## config.mk

```make
export PLATFORM = sky130hd
export DESIGN_NAME = jaleco_latch_map
export DESIGN_NICKNAME = d
export VERILOG_FILES = /design/src/rtl/jaleco_pkg.sv /design/src/rtl/jf_speech_hs.sv /design/src/rtl/jaleco_latch_map.sv
export SDC_FILE = /design/constraint.sdc
export NUM_CORES = 1
export LEC_CHECK = 0
export BUFFER_PORTS_ARGS = -buffer_cell sky130_fd_sc_hd__buf_4
export CAP_MARGIN = 20
export CORE_MARGIN = 3
export CORE_UTILIZATION = 37
export DETAILED_ROUTE_END_ITERATION = 7
export GPL_ROUTABILITY_DRIVEN = 0
export PLACE_DENSITY_LB_ADDON = 0.12
export SETUP_SLACK_MARGIN = 0.3
export SYNTH_ARGS = -nofsm -noshare
export SYNTH_HDL_FRONTEND = slang
export SYNTH_SLANG_ARGS = --single-unit
```

## constraint.sdc

```tcl
create_clock -name m2 -period 1.9 [get_ports m2]
set_input_delay 0.38 -clock m2 [delete_from_list [all_inputs] [get_ports m2]]
set_output_delay 0.38 -clock m2 [all_outputs]
set_load 0.02 [all_outputs]
```

## src/rtl/jaleco_pkg.sv

```systemverilog
// jaleco_pkg: shared types and constants for the Jaleco JF-17/JF-19 latch mapper.
//   spk_state_t : speech handshake FSM states
//   SS_*        : save-state register indices
package jaleco_pkg;

    typedef enum logic [1:0] {
        SPK_IDLE    = 2'd0,
        SPK_REQ     = 2'd1,
        SPK_RELEASE = 2'd2
    } spk_state_t;

    localparam logic [7:0] SS_PRG  = 8'd0;
    localparam logic [7:0] SS_CHR  = 8'd1;
    localparam logic [7:0] SS_STAT = 8'd2;
    localparam logic [7:0] SS_SPK  = 8'd3;
    localparam logic [7:0] SS_MAP  = 8'd127;

endpackage

```

## src/rtl/jf_speech_hs.sv

```systemverilog
// jf_speech_hs: speech-command handshake toward an external ADPCM player.
// All state updates on the falling edge of m2 (CPU phi2).
// Ports:
//   m2_i, rst_n_i   : clock (falling edge), synchronous active-low reset
//   wr_i, d_i       : speech-register write strobe and effective write data
//   ack_i           : acknowledge from the sample player
//   stat_we_i       : save-state restore of {s_lat,drop,err,state}
//   spk_we_i        : save-state restore of the sample index
//   ss_wdat_i       : save-state write data
//   req_o, idx_o    : registered request and captured sample index
//   s_lat_o, drop_o, err_o, state_o : status for save-state readback
module jf_speech_hs
    import jaleco_pkg::*;
#(
    parameter int TMO_W = 12
) (
    input  logic       m2_i,
    input  logic       rst_n_i,
    input  logic       wr_i,
    input  logic [7:0] d_i,
    input  logic       ack_i,
    input  logic       stat_we_i,
    input  logic       spk_we_i,
    input  logic [7:0] ss_wdat_i,
    output logic       req_o,
    output logic [4:0] idx_o,
    output logic       s_lat_o,
    output logic       drop_o,
    output logic       err_o,
    output logic [1:0] state_o
);

    // Timeout fires on the edge where the counter would reach all-ones,
    // i.e. 2^TMO_W-1 edges after entering REQ/RELEASE.
    localparam logic [TMO_W-1:0] TMO_LAST = {{(TMO_W-1){1'b1}}, 1'b0};

    spk_state_t       state_q;
    logic             req_q;
    logic [TMO_W-1:0] tmo_q;
    logic [4:0]       idx_q;
    logic             s_lat_q, drop_q, err_q;

    logic tmo_hit;
    assign tmo_hit = (tmo_q == TMO_LAST);

    always_ff @(negedge m2_i) begin
        if (!rst_n_i) begin
            state_q <= SPK_IDLE;
            req_q   <= 1'b0;
            tmo_q   <= '0;
            idx_q   <= '0;
            s_lat_q <= 1'b0;
            drop_q  <= 1'b0;
            err_q   <= 1'b0;
        end else begin
            if (stat_we_i) begin
                s_lat_q <= ss_wdat_i[5];
                drop_q  <= ss_wdat_i[4];
                err_q   <= ss_wdat_i[3];
                state_q <= spk_state_t'(ss_wdat_i[2:1]);
                req_q   <= (ss_wdat_i[2:1] == SPK_REQ);
                tmo_q   <= '0;
            end else begin
                if (wr_i) begin
                    s_lat_q <= d_i[5];
                    if (d_i[5] && !s_lat_q) begin
                        if (state_q == SPK_IDLE) begin
                            idx_q   <= d_i[4:0];
                            state_q <= SPK_REQ;
                            req_q   <= 1'b1;
                            tmo_q   <= '0;
                        end else begin
                            drop_q  <= 1'b1;
                        end
                    end
                end
                case (state_q)
                    SPK_IDLE: ;
                    SPK_REQ: begin
                        if (ack_i) begin
                            state_q <= SPK_RELEASE;
                            req_q   <= 1'b0;
                            tmo_q   <= '0;
                        end else if (tmo_hit) begin
                            state_q <= SPK_IDLE;
                            req_q   <= 1'b0;
                            err_q   <= 1'b1;
                            tmo_q   <= '0;
                        end else begin
                            tmo_q   <= tmo_q + 1'b1;
                        end
                    end
                    SPK_RELEASE: begin
                        if (!ack_i) begin
                            state_q <= SPK_IDLE;
                            tmo_q   <= '0;
                        end else if (tmo_hit) begin
                            state_q <= SPK_IDLE;
                            err_q   <= 1'b1;
                            tmo_q   <= '0;
                        end else begin
                            tmo_q   <= tmo_q + 1'b1;
                        end
                    end
                    // A restored illegal encoding falls back to IDLE.
                    default: begin
                        state_q <= SPK_IDLE;
                        req_q   <= 1'b0;
                        tmo_q   <= '0;
                    end
                endcase
            end
            if (spk_we_i) idx_q <= ss_wdat_i[4:0];
        end
    end

    assign req_o   = req_q;
    assign idx_o   = idx_q;
    assign s_lat_o = s_lat_q;
    assign drop_o  = drop_q;
    assign err_o   = err_q;
    assign state_o = state_q;

    logic unused_bits;
    assign unused_bits = ^{ss_wdat_i[7:6], ss_wdat_i[0], d_i[7:6]};

endmodule

```

## src/rtl/jaleco_latch_map.sv

```systemverilog
// jaleco_latch_map: edge-latch PRG/CHR bank mapper for Jaleco JF-17/JF-19
// (iNES 72 / 92). Banks reload only on a 0->1 transition of their latch bit.
// Optional feature macro: JF_SPEECH_EN (speech handshake at $6000-$7FFF).
// Ports:
//   m2, rst_n              : CPU phi2 (registers on falling edge), sync active-low reset
//   cpu_ce/rw/addr/dat     : CPU bus ($8000-$FFFF decode active low)
//   rom_dat                : PRG ROM data for bus-conflict masking
//   mode92                 : 0 = 72 layout, 1 = 92 layout
//   ss_act/we/addr, ss_rdat: save-state access
//   prg_hi, chr_hi         : upper PRG/CHR address bits
//   spk_req/idx/ack        : speech command handshake
module jaleco_latch_map
    import jaleco_pkg::*;
#(
    parameter int PRG_BW       = 4,
    parameter int CHR_BW       = 4,
    parameter int BUS_CONFLICT = 1,
    parameter int TMO_W        = 12
) (
    input  logic              m2,
    input  logic              rst_n,
    input  logic              cpu_ce,
    input  logic              cpu_rw,
    input  logic [15:0]       cpu_addr,
    input  logic [7:0]        cpu_dat,
    input  logic [7:0]        rom_dat,
    input  logic              mode92,
    input  logic              ss_act,
    input  logic              ss_we,
    input  logic [7:0]        ss_addr,
    output logic [7:0]        ss_rdat,
    output logic [PRG_BW-1:0] prg_hi,
    output logic [CHR_BW-1:0] chr_hi,
    output logic              spk_req,
    output logic [4:0]        spk_idx,
    input  logic              spk_ack
);

    logic [PRG_BW-1:0] prg_q, prg_d;
    logic [CHR_BW-1:0] chr_q, chr_d;
    logic              p_lat_q, p_lat_d, c_lat_q, c_lat_d;
    logic [7:0]        d;
    logic              bus_we, ss_wr;
    logic [7:0]        stat_rd, spk_rd;

    assign d      = (BUS_CONFLICT != 0) ? (cpu_dat & rom_dat) : cpu_dat;
    assign bus_we = !ss_act && !cpu_ce && !cpu_rw;
    assign ss_wr  = ss_act && ss_we;

    always_comb begin
        prg_d   = prg_q;
        chr_d   = chr_q;
        p_lat_d = p_lat_q;
        c_lat_d = c_lat_q;
        if (ss_wr) begin
            case (ss_addr)
                SS_PRG:  prg_d = PRG_BW'(cpu_dat);
                SS_CHR:  chr_d = CHR_BW'(cpu_dat);
                SS_STAT: begin
                    p_lat_d = cpu_dat[7];
                    c_lat_d = cpu_dat[6];
                end
                default: ;
            endcase
        end else if (bus_we) begin
            p_lat_d = d[7];
            c_lat_d = d[6];
            // PRG bank field is the low nibble; wider banks get zero upper bits.
            if (!p_lat_q && d[7]) prg_d = PRG_BW'(d[3:0]);
            if (!c_lat_q && d[6]) chr_d = CHR_BW'(d);
        end
    end

    always_ff @(negedge m2) begin
        if (!rst_n) begin
            prg_q   <= '0;
            chr_q   <= '0;
            p_lat_q <= 1'b0;
            c_lat_q <= 1'b0;
        end else begin
            prg_q   <= prg_d;
            chr_q   <= chr_d;
            p_lat_q <= p_lat_d;
            c_lat_q <= c_lat_d;
        end
    end

    // 72 switches the low 16 KB window, 92 the high one; the other is fixed.
    always_comb begin
        if (mode92) prg_hi = cpu_addr[14] ? prg_q : '0;
        else        prg_hi = cpu_addr[14] ? '1 : prg_q;
    end
    assign chr_hi = chr_q;

`ifdef JF_SPEECH_EN
    logic       spk_wr, stat_we, spk_we;
    logic       s_lat, drop, err;
    logic [1:0] spk_st;

    // $6000-$7FFF writes; not part of the $8000 decode, so cpu_ce is ignored.
    assign spk_wr  = !ss_act && !cpu_rw && (cpu_addr[15:13] == 3'b011);
    assign stat_we = ss_wr && (ss_addr == SS_STAT);
    assign spk_we  = ss_wr && (ss_addr == SS_SPK);

    jf_speech_hs #(.TMO_W(TMO_W)) u_spk (
        .m2_i      (m2),
        .rst_n_i   (rst_n),
        .wr_i      (spk_wr),
        .d_i       (d),
        .ack_i     (spk_ack),
        .stat_we_i (stat_we),
        .spk_we_i  (spk_we),
        .ss_wdat_i (cpu_dat),
        .req_o     (spk_req),
        .idx_o     (spk_idx),
        .s_lat_o   (s_lat),
        .drop_o    (drop),
        .err_o     (err),
        .state_o   (spk_st)
    );

    assign stat_rd = {p_lat_q, c_lat_q, s_lat, drop, err, spk_st, 1'b0};
    assign spk_rd  = {3'b000, spk_idx};
`else
    assign spk_req = 1'b0;
    assign spk_idx = 5'd0;
    assign stat_rd = {p_lat_q, c_lat_q, 6'b0};
    assign spk_rd  = 8'hFF;

    logic unused_spk;
    assign unused_spk = ^{spk_ack, cpu_addr[15:13]};
`endif

    always_comb begin
        case (ss_addr)
            SS_PRG:  ss_rdat = 8'(prg_q);
            SS_CHR:  ss_rdat = 8'(chr_q);
            SS_STAT: ss_rdat = stat_rd;
            SS_SPK:  ss_rdat = spk_rd;
            SS_MAP:  ss_rdat = {7'b0, mode92};
            default: ss_rdat = 8'hFF;
        endcase
    end

    logic unused_top;
    assign unused_top = ^{d, cpu_dat, cpu_addr[13:0]};

endmodule

```

# Word-level counts from Yosys, hierarchy flattened
# Index checks and enable logic that the tools add are counted.
# totals
in_bits	48
output_inout_bits	22
regBits	10
# op_classes
n_eq_ne	6
n_bitwise	1
reduce_logical	17
n_mux	18
# ops
operator	count
2-to-1 mux 4 bit	11
one-hot mux 8 bit (4 select lines)	1
AND 8 bit	1
equality test 8 x 1 -> 1 bit, second input constant	1
equality test 8 x 2 -> 1 bit, second input constant	1
equality test 8 x 7 -> 1 bit, second input constant	1
zero test 8 bit	1
2-to-1 mux 1 bit	6
inequality test 2 x 1 -> 1 bit, second input constant	3
AND reduction 3 bit	2
nonzero test 2 bit	3
logical AND 1 bit	5
zero test 1 bit	5
AND reduction 2 bit	1

# Longest topological paths before layout
# Gate-level depths: netlist of the first run.
# logic_depth
word_depth	5
ltp_mapped	5
ltp_nobuf	4

==> results of run 1 <==
## worst register-to-register path: stages, from the launching register on
cell	delay, ns
dfxtp_2	0.32
buf_4	0.13
nand4b_1	0.22
o41ai_4	0.08
buf_4	0.19
mux2i_1	0.18
## final timing paths
kind,depth (start not counted),slack (ns),to,start
worst min register to register,2,0.49,prg_q[0]$_SDFFE_NN0P_,prg_q[0]$_SDFFE_NN0P_
worst max register to register,5,0.70,chr_hi[0]$_SDFFE_NN0P_,c_lat_q$_SDFFE_NN0P_
worst max-delay path,4,-0.66,ss_rdat[3],chr_hi[3]$_SDFFE_NN0P_
worst min-delay path,2,0.49,prg_q[0]$_SDFFE_NN0P_,prg_q[0]$_SDFFE_NN0P_
## synth_stat cells, drive strengths merged (2+ instances only)
library cell,count,area [um2]
a21oi,3,15.01
a311o,2,20.02
and2,2,12.51
buf,11,75.07
clkbuf,2,7.510
dfxtp,10,200.2
inv,5,18.76
mux2i,10,100.1
nand2,14,55.06
nand4b,3,26.28
nor2,11,41.29
nor3,2,15.01
nor3b,2,15.01
o211ai,6,45.04
o21ai,3,15.01
o41ai,2,55.05
## stage by stage
stage	setup slack, ns	cells	hold WS (ns)
after CTS	-0.6458	202	0.4856
after global routing	-0.7461	203	0.5071
final	-0.6640	203	0.4902
after detailed placement	-0.7553	183	0.4939
after floorplan	-0.5661	103	0.4526
after global placement	-0.7005	183	0.4923
## cell families after synthesis
family,count (synthesis)
buf+inv,18
simple gates,37
other cells,1
mux,10
flops,10
fa+ha+maj,1
compound gates,21
## repair_timing
action | in CTS | in global routing
buffers inserted | 6 | 1
setup endpoints to repair | 26 | 26
resized for setup | 36 | 5
pin swaps | 5 | 3
## power by group through the flow
stage	Sequential (W)	Clock [W]	Combinational, W
global route	0.000212	0.000267	0.000200
global placement	0.000214	0.0000354	0.000161
finish	0.000212	0.000236	0.000186
detailed placement	0.000214	0.0000354	0.000165
floorplan	0.000215	0.0000354	0.0000897
CTS	0.000212	0.000250	0.000182
## flip-flops by register name, summed over array words and instances (netlist names)
signal	cells
chr_hi	4
c_lat_q	1
p_lat_q	1
prg_q	4
## per-layer routing
layer	track usage (%)	part of all wire [%]	routed length, um	vias to the layer above
met5	0	0	0	-
met4	13.19	2.4	66	0
met3	5.413	5.6	152	6
met2	40.91	55	1506	42
met1	21.31	36	991	462
li1	-	-	-	497
## final cells by class
class | count | area [um2] | area share [%]
clock buffer | 3 | 22.52 | 1.392
clock inverter | 11 | 42.54 | 2.630
multi-input combinational | 75 | 628.1 | 38.82
tap | 27 | 33.78 | 2.088
inverter | 4 | 15.01 | 0.9281
timing repair buffer | 73 | 653.1 | 40.37
sequential | 10 | 222.7 | 13.77
==> results.toml, run 1 <==
[route]
detail-route-antenna-nets = 0
drt-total-wl_um = 2716
dr_total_vias = 1007
iteration_0_drc_markers = 12
detail_route.first_pass.iterations = 4
via_per_inst = 4.961
routed_wire_length_per_instance_um = 13.38
detail_route.drc_violations = 0

[placed_design]
buffer_ports.inserted = 43
dp_hpwl_um = 2021
postPlaceCellArea_um2 = 1353

[sta]
least_margin_pin_slew_ns = 0.5299
slew_viol_final = 0
postLayoutSetupSlackWorst_ns = -0.6640
rsz_0062_raised_after_global_routing = "yes"
maxSlewHeadroom_pct = 64.60
finalHoldViolCount = 0
totalNegativeSetupSlack_ns = -10.02
finalSetupViolations = 24
worst_clk_skew_ns = 0.01314

[global_route]
grt_antenna_before_repair = 0
grt_max_degree = 17
track_usage_pct = 21.96
first_global_vias = 1049
first_pass_grt_wire_length_um = 4388
grt-ovfl-total = 0

[final_layout]
utilization_pct = 80.81
design_area_um2 = 1618
layout-area-overhead-vs-synth_pct = 101.4
num-fill-cells = 137
post_route_cells_drive_above_1_share_pct = 63.07
antennaDiodeCount = 0
layout_common_cells = "buf_4, buf_6, nand2_1, inv_1, mux2i_1"
final_common_cell = "buf_4"
finish.net_count = 225

[cts]
ctsHtreeMaxLevel = 1
master_cell_of_the_clock_root_buffer = "clkbuf_4"
clk_latency_ns = 0.34
cts_num_sinks = 10
cts_tree = "yes"
clkSlewWorstSetupHoldPaths_ns = 0.03
tritoncts.num_buffers = 3
cts_max_path_buffers = 2
cts_hold_buf = 0

[synth]
synth_top_family_by_area = "simple AND/OR/NAND/NOR gates"
syn-instance-count = 98
synthXorXnorAreaFrac_pct = 0
mux_cell_area_share_after_synthesis_pct = 12.46
synth_compound_gate_area_share_pct = 23.68
number_of_enable_type_register_cells_in_the_synthesized_netlist = 0
simple_gate_fraction_of_synth_area_pct = 24.61
syn-mean-instance-area_um2 = 8.197
yosys_register_bits = 10
count_of_different_cell_masters_after_synthesis = 30
synth-main-ff-cell = "dfxtp_1"
mappedNetlistArea_um2 = 803.3
fraction_of_synthesis_flops_using_an_asynchronous_set_or_reset_pin_pct = 0
yosysSeqAreaShare_pct = 24.92
yosys_warnings = 0
synthAdderAreaFrac_pct = 1.246

[setup_path]
cp.required_ns = 1.52
path_buf_inv = 2
cp.arrival_ns = 2.18
cpLargestDelayFamily = "compound AO/OA/AOI/OAI gates"
worst_path_max_delay_cell = "dfxtp_4"
cp-start-kind = "flop"
max_stage_delay_ns = 0.34
critPathCaptureType = "output port"
crit_path_max_fanout = 2
worstPathCellList = "inv_2 > o22ai_2 > a221o_1 > buf_6"
timing.setup.critical_path_class = "flop to output port"

[floorplan]
core_area_um2 = 2002
die_width_um = 52.60
row_count = 16
boundaryPins = 70
die_h_um = 52.60
die_area_um2 = 2766
initial_core_utilization_pct = 40.12

[power_and_ir_drop]
power-per-cell-area_nw_per_um2 = 391.5
finalPower_w = 0.0006334
p_switching_w = 0.0002249
clkPwrFrac_pct = 37.2
p_int_w = 0.0004084
power_leakage_nw = 0.7610
switching_part_of_the_total_power_pct = 35.51
sequentialPowerShare_pct = 33.5
ir_drop_worst_case_vdd_mv = 0.4522
comb_power_share_pct = 29.3

[job]
maxCapViolations = 0

[status]
violations = "setup timing"
outcome = "finished, violations left"

[min_path]
timing.hold.worst.class = "flop to flop"
No activity file was read; power rests on OpenSTA's default activity.
==> run 2, diff against run 1 <==
CORE_UTILIZATION = 34   (was 37)
clock period = 2.2 ns   (was 1.9 ns; I/O delays follow)
==> run 2 against run 1 <==
Critical endpoint unchanged. Final area up 2.0%. Combinational power fell by 13%. Sequential power fell by 14%. Via count increased by 3.4%. Largest power group unchanged. Non-clock buffer count rose by 3. Clock power down 12%. The run still ends with setup timing left.
==> results.toml, run 2 (synthesis gave the netlist of run 1 again) <==
[route]
detail_route.first_pass.iterations = 4
via_per_inst = 5.053
detail_route.drc_violations = 0
routed_wire_length_per_instance_um = 13.43
dr_total_vias = 1041
drt-total-wl_um = 2767
iteration_0_drc_markers = 10
detail-route-antenna-nets = 0

[floorplan]
row_count = 16
die_h_um = 54.61
core_area_um2 = 2102
boundaryPins = 70
die_width_um = 54.61
die_area_um2 = 2982
initial_core_utilization_pct = 38.21

[cts]
cts_max_path_buffers = 2
cts_tree = "yes"
tritoncts.num_buffers = 3
clk_latency_ns = 0.33
ctsHtreeMaxLevel = 1
clkSlewWorstSetupHoldPaths_ns = 0.04
cts_hold_buf = 0
master_cell_of_the_clock_root_buffer = "clkbuf_4"
cts_num_sinks = 10

[sta]
slew_viol_final = 0
rsz_0062_raised_after_global_routing = "yes"
maxSlewHeadroom_pct = 63.13
least_margin_pin_slew_ns = 0.5519
postLayoutSetupSlackWorst_ns = -0.5842
finalHoldViolCount = 0
finalSetupViolations = 24
fin_hold_ws_ns = 0.5123
worst_clk_skew_ns = 0.01287

[final_layout]
finish.net_count = 228
final_common_cell = "buf_4"
layout_common_cells = "buf_4, buf_6, nand2_1"
post_route_cells_drive_above_1_share_pct = 63.69
antennaDiodeCount = 0
layout-area-overhead-vs-synth_pct = 105.5
num-fill-cells = 150
utilization_pct = 78.51

[power_and_ir_drop]
power_leakage_nw = 0.7789
power-per-cell-area_nw_per_um2 = 334.8
ir_drop_worst_case_vdd_mv = 0.3581

[global_route]
first_pass_grt_wire_length_um = 4422
grt-ovfl-total = 0
grt_antenna_before_repair = 0
track_usage_pct = 20.60
grt_max_degree = 17
first_global_vias = 1050

[setup_path]
crit_path_max_fanout = 2
timing.setup.critical_path_class = "flop to output port"
cp-start-kind = "flop"
critPathCaptureType = "output port"
cp.required_ns = 1.76
cp.arrival_ns = 2.34

[status]
outcome = "finished, violations left"
violations = "setup timing"

[min_path]
timing.hold.worst.class = "flop to flop"

[placed_design]
buffer_ports.inserted = 43
dp_hpwl_um = 2006

[job]
maxCapViolations = 0
==> run 2: cell count changes in the layout (fill, tap and decap cells not counted), sizes merged <==
| cell | delta |
|---|---|
| buf | +3 |
==> run 2: worst max-delay path: stages (launching register included) <==
cell and delay, ns:
dfxtp_4 0.34, inv_2 0.05, o22ai_2 0.05, a221o_1 0.33, buf_6 0.14
==> run 2: final cells by class <==
cell class	instances	area [um2]	share of cell area, %
multi-input cells	75	635.6	38.51
clock inverters	11	42.54	2.578
clock buffers	3	22.52	1.365
inverters	4	15.01	0.9098
repair buffers	76	675.6	40.94
flip-flops and latches	10	225.2	13.65
well taps	27	33.78	2.047
==> run 2: worst paths after layout <==
check	from	end	slack (ns)	cells past startpoint
min reg2reg	prg_q[0]$_SDFFE_NN0P_	prg_q[0]$_SDFFE_NN0P_	0.51	2
min	prg_q[0]$_SDFFE_NN0P_	prg_q[0]$_SDFFE_NN0P_	0.51	2
max reg2reg	p_lat_q$_SDFFE_NN0P_	prg_q[3]$_SDFFE_NN0P_	0.98	5
max	chr_hi[3]$_SDFFE_NN0P_	ss_rdat[3]	-0.58	4
==> run 2: routing by layer <==
metal | vias to the layer above | global-route usage [%] | part of all wire [%]
li1 | 501 | - | -
met1 | 493 | 22.84 | 38
met2 | 43 | 37.01 | 56
met3 | 4 | 5.450 | 5.1
met4 | 0 | 7.469 | 0.61
met5 | - | 0 | 0
==> run 2: repair_timing <==
item / CTS / global route
resized for setup: 38 / 7
endpoints found under the setup margin: 26 / 26
setup buffers: 5 / 5
cloned: 0 / 0
pin swaps: 5 / 7
==> run 2: stage by stage <==
stage	setup slack (ns)	power, W	cells	setup TNS (ns)	area [um2]
after floorplan	-0.4761	0.0002913	103	-4.688	902.1
after global placement	-0.6123	0.0003536	183	-6.769	1343
after detailed placement	-0.6608	0.0003563	183	-7.050	1343
after CTS	-0.5623	0.0005534	201	-8.205	1584
after global routing	-0.6479	0.0006021	206	-9.531	1650
final	-0.5842	0.0005526	206	-8.177	1650
==> run 2: where the power goes <==
group | internal (W) | leakage [nW] | switching, W
Clock | 0.0000902 | 0.0671 | 0.000118
Combinational | 0.0000829 | 0.625 | 0.0000792
Sequential | 0.000180 | 0.0872 | 0.00000235
Total | 0.000353 | 0.779 | 0.000200
